### config.mk
export PLATFORM = sky130hd
export DESIGN_NAME = ldpc_enc_frame_feeder
export DESIGN_NICKNAME = d
export VERILOG_FILES = /design/src/rtl/ldpc_enc_pkg.sv /design/src/rtl/ldpc_feed_fifo.sv /design/src/rtl/ldpc_enc_frame_feeder.sv
export SDC_FILE = /design/constraint.sdc
export NUM_CORES = 1
export LEC_CHECK = 0
export CORE_ASPECT_RATIO = 1.4
export CORE_MARGIN = 2
export CORE_UTILIZATION = 40
export DETAILED_ROUTE_END_ITERATION = 12
export DONT_BUFFER_PORTS = 1
export SYNTH_ARGS = -nofsm -noshare
export SYNTH_HDL_FRONTEND = slang
export SYNTH_SLANG_ARGS = --single-unit
### constraint.sdc
create_clock -name clk -period 6.44 [get_ports clk]
set_clock_uncertainty 0.15 [all_clocks]
set_input_delay 0.322 -clock clk [delete_from_list [all_inputs] [get_ports clk]]
set_output_delay 0.322 -clock clk [all_outputs]
set_load 0.02 [all_outputs]
### src/rtl/ldpc_enc_pkg.sv
// ==== ldpc_enc_pkg : MODCOD width, Kldpc lookup and feeder FSM states ====
// ==== Rev 1.0 ====
`default_nettype none

package ldpc_enc_pkg;

   localparam int MODCOD_W = 5;

   typedef enum logic [2:0] {
      IDLE     = 3'd0,
      DROP     = 3'd1,
      WAIT_RDY = 3'd2,
      SOF      = 3'd3,
      DATA     = 3'd4
   } feed_state_t;

   // Kldpc of the normal-frame code selected by a DVB-S2 MODCOD; 0 marks an invalid MODCOD
   function automatic logic [15:0] kldpc_of(input logic [MODCOD_W-1:0] modcod);
      logic [15:0] k;
      case (modcod)
         5'd1:                      k = 16'd16200;
         5'd2:                      k = 16'd21600;
         5'd3:                      k = 16'd25920;
         5'd4:                      k = 16'd32400;
         5'd5,  5'd12:              k = 16'd38880;
         5'd6,  5'd13, 5'd18:       k = 16'd43200;
         5'd7,  5'd14, 5'd19, 5'd24: k = 16'd48600;
         5'd8,  5'd20, 5'd25:       k = 16'd51840;
         5'd9,  5'd15, 5'd21, 5'd26: k = 16'd54000;
         5'd10, 5'd16, 5'd22, 5'd27: k = 16'd57600;
         5'd11, 5'd17, 5'd23, 5'd28: k = 16'd58320;
         default:                   k = 16'd0;
      endcase
      return k;
   endfunction

endpackage

`default_nettype wire

### src/rtl/ldpc_feed_fifo.sv
// ==== ldpc_feed_fifo : single-clock first-word-fall-through FIFO with registered flags ====
// ==== Rev 1.0 ====
`default_nettype none

module ldpc_feed_fifo #(
   parameter int W     = 14,
   parameter int DEPTH = 16
) (
   input  logic         clk,
   input  logic         srst,
   input  logic         push,
   input  logic [W-1:0] wdata,
   input  logic         pop,
   output logic [W-1:0] rdata,
   output logic         full,
   output logic         empty
);

   localparam int AW = $clog2(DEPTH);

   logic [W-1:0]  mem [DEPTH];
   logic [AW-1:0] wr_ptr;
   logic [AW-1:0] rd_ptr;
   logic [AW:0]   count;
   logic [AW:0]   count_nxt;
   logic          do_push;
   logic          do_pop;

   // A push into a full FIFO is legal when the head leaves on the same edge
   assign do_push = push && (!full || pop);
   assign do_pop  = pop && !empty;
   assign rdata   = mem[rd_ptr];

   always_comb begin
      count_nxt = count;
      if (do_push && !do_pop)
         count_nxt = count + 1'b1;
      else if (do_pop && !do_push)
         count_nxt = count - 1'b1;
   end

   always_ff @(posedge clk) begin
      if (do_push)
         mem[wr_ptr] <= wdata;
   end

   always_ff @(posedge clk or posedge srst) begin
      if (srst) begin
         wr_ptr <= '0;
         rd_ptr <= '0;
         count  <= '0;
         full   <= 1'b0;
         empty  <= 1'b1;
      end else begin
         if (do_push)
            wr_ptr <= wr_ptr + 1'b1;
         if (do_pop)
            rd_ptr <= rd_ptr + 1'b1;
         count <= count_nxt;
         full  <= (count_nxt == (AW+1)'(DEPTH));
         empty <= (count_nxt == '0);
      end
   end

endmodule

`default_nettype wire

### src/rtl/ldpc_enc_frame_feeder.sv
// ==== ldpc_enc_frame_feeder : buffers BCH words and feeds ldpc_enc_64800 exact-length frames ====
// ==== Rev 1.0 -- LDPC_FEED_ERR_CNT_EN adds saturating error counters ====
`default_nettype none

module ldpc_enc_frame_feeder
   import ldpc_enc_pkg::*;
#(
   parameter int DW         = 8,
   parameter int FIFO_DEPTH = 16
) (
   input  logic                clk,
   input  logic                srst,
   input  logic [DW-1:0]       s_data,
   input  logic                s_valid,
   output logic                s_ready,
   input  logic                s_sof,
   input  logic [MODCOD_W-1:0] s_modcod,
   input  logic                enc_rdy,
   output logic                enc_sof,
   output logic [MODCOD_W-1:0] enc_modcod,
   output logic [DW-1:0]       enc_din,
   output logic                enc_din_valid,
   output logic                err_short,
   output logic                err_long,
   output logic                err_modcod
`ifdef LDPC_FEED_ERR_CNT_EN
   ,
   output logic [15:0]         cnt_short,
   output logic [15:0]         cnt_long,
   output logic [15:0]         cnt_modcod
`endif
);

   localparam int FW    = DW + 1 + MODCOD_W;
   localparam int SHIFT = $clog2(DW);

   logic [FW-1:0]       head;
   logic                fifo_full;
   logic                fifo_empty;
   logic                pop;
   logic                head_sof;
   logic [MODCOD_W-1:0] head_mc;
   logic [DW-1:0]       head_data;
   logic [15:0]         head_k;
   logic                head_mc_ok;

   feed_state_t         state;
   logic [15:0]         count;
   logic [MODCOD_W-1:0] mc_l;
   logic                first;
   logic                pad;

   assign s_ready    = !fifo_full;
   assign head_sof   = head[FW-1];
   assign head_mc    = head[DW +: MODCOD_W];
   assign head_data  = head[DW-1:0];
   assign head_k     = kldpc_of(head_mc);
   assign head_mc_ok = (head_k != 16'd0);

   ldpc_feed_fifo #(
      .W     (FW),
      .DEPTH (FIFO_DEPTH)
   ) u_fifo (
      .clk   (clk),
      .srst  (srst),
      .push  (s_valid && s_ready),
      .wdata ({s_sof, s_modcod, s_data}),
      .pop   (pop),
      .rdata (head),
      .full  (fifo_full),
      .empty (fifo_empty)
   );

   always_comb begin
      pop = 1'b0;
      if (!fifo_empty) begin
         case (state)
            IDLE:    pop = !head_sof || !head_mc_ok;
            DROP:    pop = !head_sof;
            DATA:    pop = !pad && (!head_sof || first);
            default: pop = 1'b0;
         endcase
      end
   end

   always_ff @(posedge clk or posedge srst) begin
      if (srst) begin
         state         <= IDLE;
         count         <= '0;
         mc_l          <= '0;
         first         <= 1'b0;
         pad           <= 1'b0;
         enc_sof       <= 1'b0;
         enc_modcod    <= '0;
         enc_din       <= '0;
         enc_din_valid <= 1'b0;
         err_short     <= 1'b0;
         err_long      <= 1'b0;
         err_modcod    <= 1'b0;
      end else begin
         enc_sof       <= 1'b0;
         enc_din_valid <= 1'b0;
         err_short     <= 1'b0;
         err_long      <= 1'b0;
         err_modcod    <= 1'b0;
         case (state)
            IDLE: begin
               if (!fifo_empty) begin
                  if (!head_sof) begin
                     err_long <= 1'b1;
                  end else if (head_mc_ok) begin
                     mc_l  <= head_mc;
                     count <= head_k >> SHIFT;
                     state <= WAIT_RDY;
                  end else begin
                     err_modcod <= 1'b1;
                     state      <= DROP;
                  end
               end
            end
            DROP: begin
               if (!fifo_empty && head_sof)
                  state <= IDLE;
            end
            WAIT_RDY: begin
               if (enc_rdy) begin
                  enc_sof    <= 1'b1;
                  enc_modcod <= mc_l;
                  first      <= 1'b1;
                  pad        <= 1'b0;
                  state      <= SOF;
               end
            end
            SOF: state <= DATA;
            DATA: begin
               if (pad) begin
                  enc_din       <= '0;
                  enc_din_valid <= 1'b1;
                  count         <= count - 16'd1;
                  if (count == 16'd1)
                     state <= IDLE;
               end else if (!fifo_empty) begin
                  if (!head_sof || first) begin
                     enc_din       <= head_data;
                     enc_din_valid <= 1'b1;
                     first         <= 1'b0;
                     count         <= count - 16'd1;
                     if (count == 16'd1)
                        state <= IDLE;
                  end else begin
                     // next frame arrived early: leave its sof in the FIFO and zero-fill
                     err_short <= 1'b1;
                     pad       <= 1'b1;
                  end
               end
            end
            default: state <= IDLE;
         endcase
      end
   end

`ifdef LDPC_FEED_ERR_CNT_EN
   always_ff @(posedge clk or posedge srst) begin
      if (srst) begin
         cnt_short  <= '0;
         cnt_long   <= '0;
         cnt_modcod <= '0;
      end else begin
         if (err_short && cnt_short != 16'hFFFF)
            cnt_short <= cnt_short + 16'd1;
         if (err_long && cnt_long != 16'hFFFF)
            cnt_long <= cnt_long + 16'd1;
         if (err_modcod && cnt_modcod != 16'hFFFF)
            cnt_modcod <= cnt_modcod + 16'd1;
      end
   end
`endif

endmodule

`default_nettype wire

==> key figures <==
Worst setup path
  – Total number of cells along the worst setup path: 15
  – R2R cell count: 15
  – Slowest Stage Delay on Critical Path: 0.79 ns
  – CP max-delay cell: dfrtp_4
  – R2r setup slk: 1.18 ns
  – Worst setup path class: flip-flop to flip-flop
  – Top cell family by delay on the critical path: multiplexers
  – CP endpoint kind: flip-flop
  – Critical Path, Cell by Cell: mux4_1 > mux2i_2 > mux2i_1 > inv_2 > ha_1 > inv_1 > mux2_1 > mux2i_1 > nor2_1 > o21ai_1 > nor3_2 > a41oi_2 > mux2i_2 > xor2_2 > nor4_1
  – CP Buf/Inv Count: 2
  – Startpoint types: flip-flop
  – Top fanout value on the critical path: 29
  – Data required, critical path: 6.74 ns
  – Worst EP arrival: 5.56 ns

Global route
  – Number of global-route vias before repair: 6725
  – Total gr overflow: 0
  – First-pass GRT wire length: 40.5 mm
  – Total global-route track usage: 16.3%
  – Largest net degree at the start of global routing: 60
  – Antenna violations before repair: 1

Floorplan
  – FP Rows: 76
  – Die area: 0.0325 mm^2
  – Die W: 153 um
  – Core Footprint: 0.0307 mm^2
  – Die H: 213 um
  – Starting Density: roughly 40%
  – I/O pins: 37

STA
  – Final count of hold timing violations: 0
  – WHS: 0.0564 ns
  – Max Freq: 190 MHz
  – Worst-Margin Slew: 1.17 ns
  – Final min period: 5.26 ns
  – Final setup viols: 0
  – Slew Viols, Final: 0
  – RSZ-0062 raised after global routing: false
  – TNS Setup: 0 ns
  – Part of the cycle the worst path needs: 81.7%
  – Slew HR: 22.1%
  – Final worst slack: 1.18 ns

Placement
  – Post-DP Area: approximately 0.013 mm^2
  – Post-DP HPWL: around 16 mm
  – Dpl ws: ~1.1 ns
  – PortBufs: 0
  – GPL Wtd Cong: ~0.85

Clock network
  – Htree depth: 1
  – CTS tree: built
  – Clock Path Buffers: 3
  – Setup Fix Bufs, Post-CTS: 0
  – Worst-Skew Late Latency: 0.55 ns
  – CTS root buf: clkbuf_16
  – CTS Sinks: 283
  – Worst-path clk slew: 0.06 ns
  – CTS buffer count: 29

Detailed routing
  – Routed wire length: 26.6 mm
  – Drt first pass iters: 4
  – DRC Markers: 0
  – DR WL/cell: 22.4 um
  – Final ANT Viol Nets: 0
  – Vias per cell: 5.57
  – Vias: 6619
  – Initial DRC count: between 400 and 500

Final layout
  – Share of cells above drive strength 1: roughly a fifth
  – Final Cell Area: between 0.01 and 0.015 mm^2
  – Area Overhead vs Synth: 11.5%
  – Inserted Diodes: 0
  – Layout net count: about 800

Pwr
  – Power per standard cell area: roughly 530 mW/mm^2
  – Register share of total power: 36.0%
  – Static leakage: 0.00469 uW
  – Clock Power Share: 21.4%
  – Comb power frac: 42.6%
  – P_int: about 4500 uW
  – Power, Total: 7360 uW
  – Peak supply drop: 252 uV
  – Sw Ratio: 38.3%
  – P_sw: ~2800 uW

Hold path
  – Worst Hold Path Cells: 3
  – Worst Hold Class: input port to flip-flop

Yosys
  – Synth Cell Area: between 0.01 and 0.015 mm^2
  – Dominant synthesized flop cell: edfxtp_1
  – Ys Warns: 0
  – Simple-gate share of the synthesized area: under 10%
  – Sequential area share after synthesis: approximately two thirds
  – Synth top area cells: edfxtp_1 54%, dfrtp_1 12%, mux4_2 11%
  – Compound-Gate Fraction of Synth Area: 6.37%
  – Mux share of post-synthesis cell area: 15.6%
  – Avg Cell Area, Syn: between 15 and 20 um^2
  – Synth Register Bits: about 280
  – Area share of fa/ha/maj cells after synthesis: 1.71%
  – Synthesized net count: about 790
  – Syn Inst Count: 758
  – XOR/XNOR Fraction of Synth Area: under 10%
  – Synth unique cells: roughly 70
  – Ys async rst share: 20.8%
  – Post-synth top area share: 54.1%
  – Largest family of logic cells by synthesized area: multiplexers
  – Yosys top cell by area: edfxtp_1
  – Post-synth EDFFs: roughly 220

Flow run
  – Max-Cap Viols: 0

Status
  – Status: complete, no violations
==> power groups by stage <==
stage | sequential (uW) | combinational, uW | clock (uW)
final | 2650 | 3130 | 1580
after global routing | 2700 | 3420 | 1670
after CTS | 2650 | 3150 | 1610
after detailed placement | 2690 | 3120 | 0
after global placement | 2690 | 3120 | 0
after floorplan | 2500 | 2600 | 0
==> state kept, by name, indices dropped and copies added (netlist names), 3 cells and up <==
name           count
u_fifo.rd_ptr      4
state              3
u_fifo.wr_ptr      4
u_fifo.mem       224
enc_din            8
u_fifo.count       5
enc_modcod         5
count             16
mc_l               5
==> what timing repair did <==
action | CTS | global route
hold buffers | 16 | 0
gates resized for setup | 0 | 0
hold endpoints to repair | 286 | 0
==> worst paths after layout <==
| kind | from | to |
|---|---|---|
| hold reg to reg | u_fifo.count[4]$_DFF_PP0_ | u_fifo.count[4]$_DFF_PP0_ |
| setup / recovery | u_fifo.rd_ptr[0]$_DFFE_PP0P_ | u_fifo.empty$_DFF_PP1_ |
| setup reg to reg | u_fifo.rd_ptr[0]$_DFFE_PP0P_ | u_fifo.empty$_DFF_PP1_ |
| max in group asynchronous | srst | u_fifo.rd_ptr[0]$_DFFE_PP0P_ |
| hold / removal | s_valid | u_fifo.wr_ptr[0]$_DFFE_PP0P_ |
| min in group asynchronous | srst | state[2]$_DFFE_PP0P_ |
==> synth_stat cells, drive strengths merged, types with 9 or more instances <==
library cell and count:
nand2 26, nor2 48, a21oi 28, mux2 18, o211ai 10, edfxtp 224, buf 16, nand3 9
mux2i 19, o21ai 39, mux4 65, inv 19, clkbuf 26, xnor2 11, ha 17, dfrtp 58
nor3 15, and2 20
==> cell families after synthesis <==
kind of cell             count (synthesis)
XOR/XNOR                                15
flip-flops                             283
multiplexers                           102
adder cells (fa/ha/maj)                 17
buffers and inverters                   61
AO/OA/AOI/OAI                          121
AND/OR/NAND/NOR                        159
==> per-stage QoR <==
step                      std cells  utilization [%]
final                          1189             45.1
after global routing           1189             45.1
after CTS                      1189             45.1
after detailed placement       1119             41.6
after global placement         1119             41.6
after floorplan                 758                -
==> worst min-delay path, stage by stage <==
cell     delay, ns
nor2b_1       0.12
buf_4         0.20
xnor2_1       0.08
==> layout make-up <==
class	count	area, um^2
Multi-Input combinational cell	414	3920
Fill cell	2678	16900
Tap cell	390	488
Sequential cell	283	8210
Inverter	19	71.3
Clock buffer	35	768
Timing Repair Buffer	29	258
Clock inverter	19	133
==> placed cells by master (no fill, tap or decap), types with 8 or more instances in the layout <==
cell	netlist	routed
a21oi_1	28	28
a32o_1	8	8
and2_1	20	20
buf_4	1	13
clkbuf_16	0	29
dfrtp_1	58	56
dlygate4sd3_1	0	16
edfxtp_1	224	224
ha_1	17	17
inv_1	17	16
mux2_2	13	13
mux2i_1	13	13
mux4_2	61	61
nand2_1	25	25
nand3_1	9	9
nand4_1	8	8
nor2_1	46	46
nor3_1	13	13
o211ai_1	10	10
o21ai_0	31	31
o21ai_1	8	8
xnor2_1	11	11
==> routing by layer <==
layer / track usage [%] / up-vias / part of all wire [%]
li1: - / 3033 / -
met1: 20.6 / 3388 / 41
met2: 29.6 / 155 / 52
met3: 2.61 / 41 / 4.3
met4: 3.86 / 2 / 2.1
met5: 0 / - / 0.041
No activity file was read; power rests on OpenSTA's default activity.
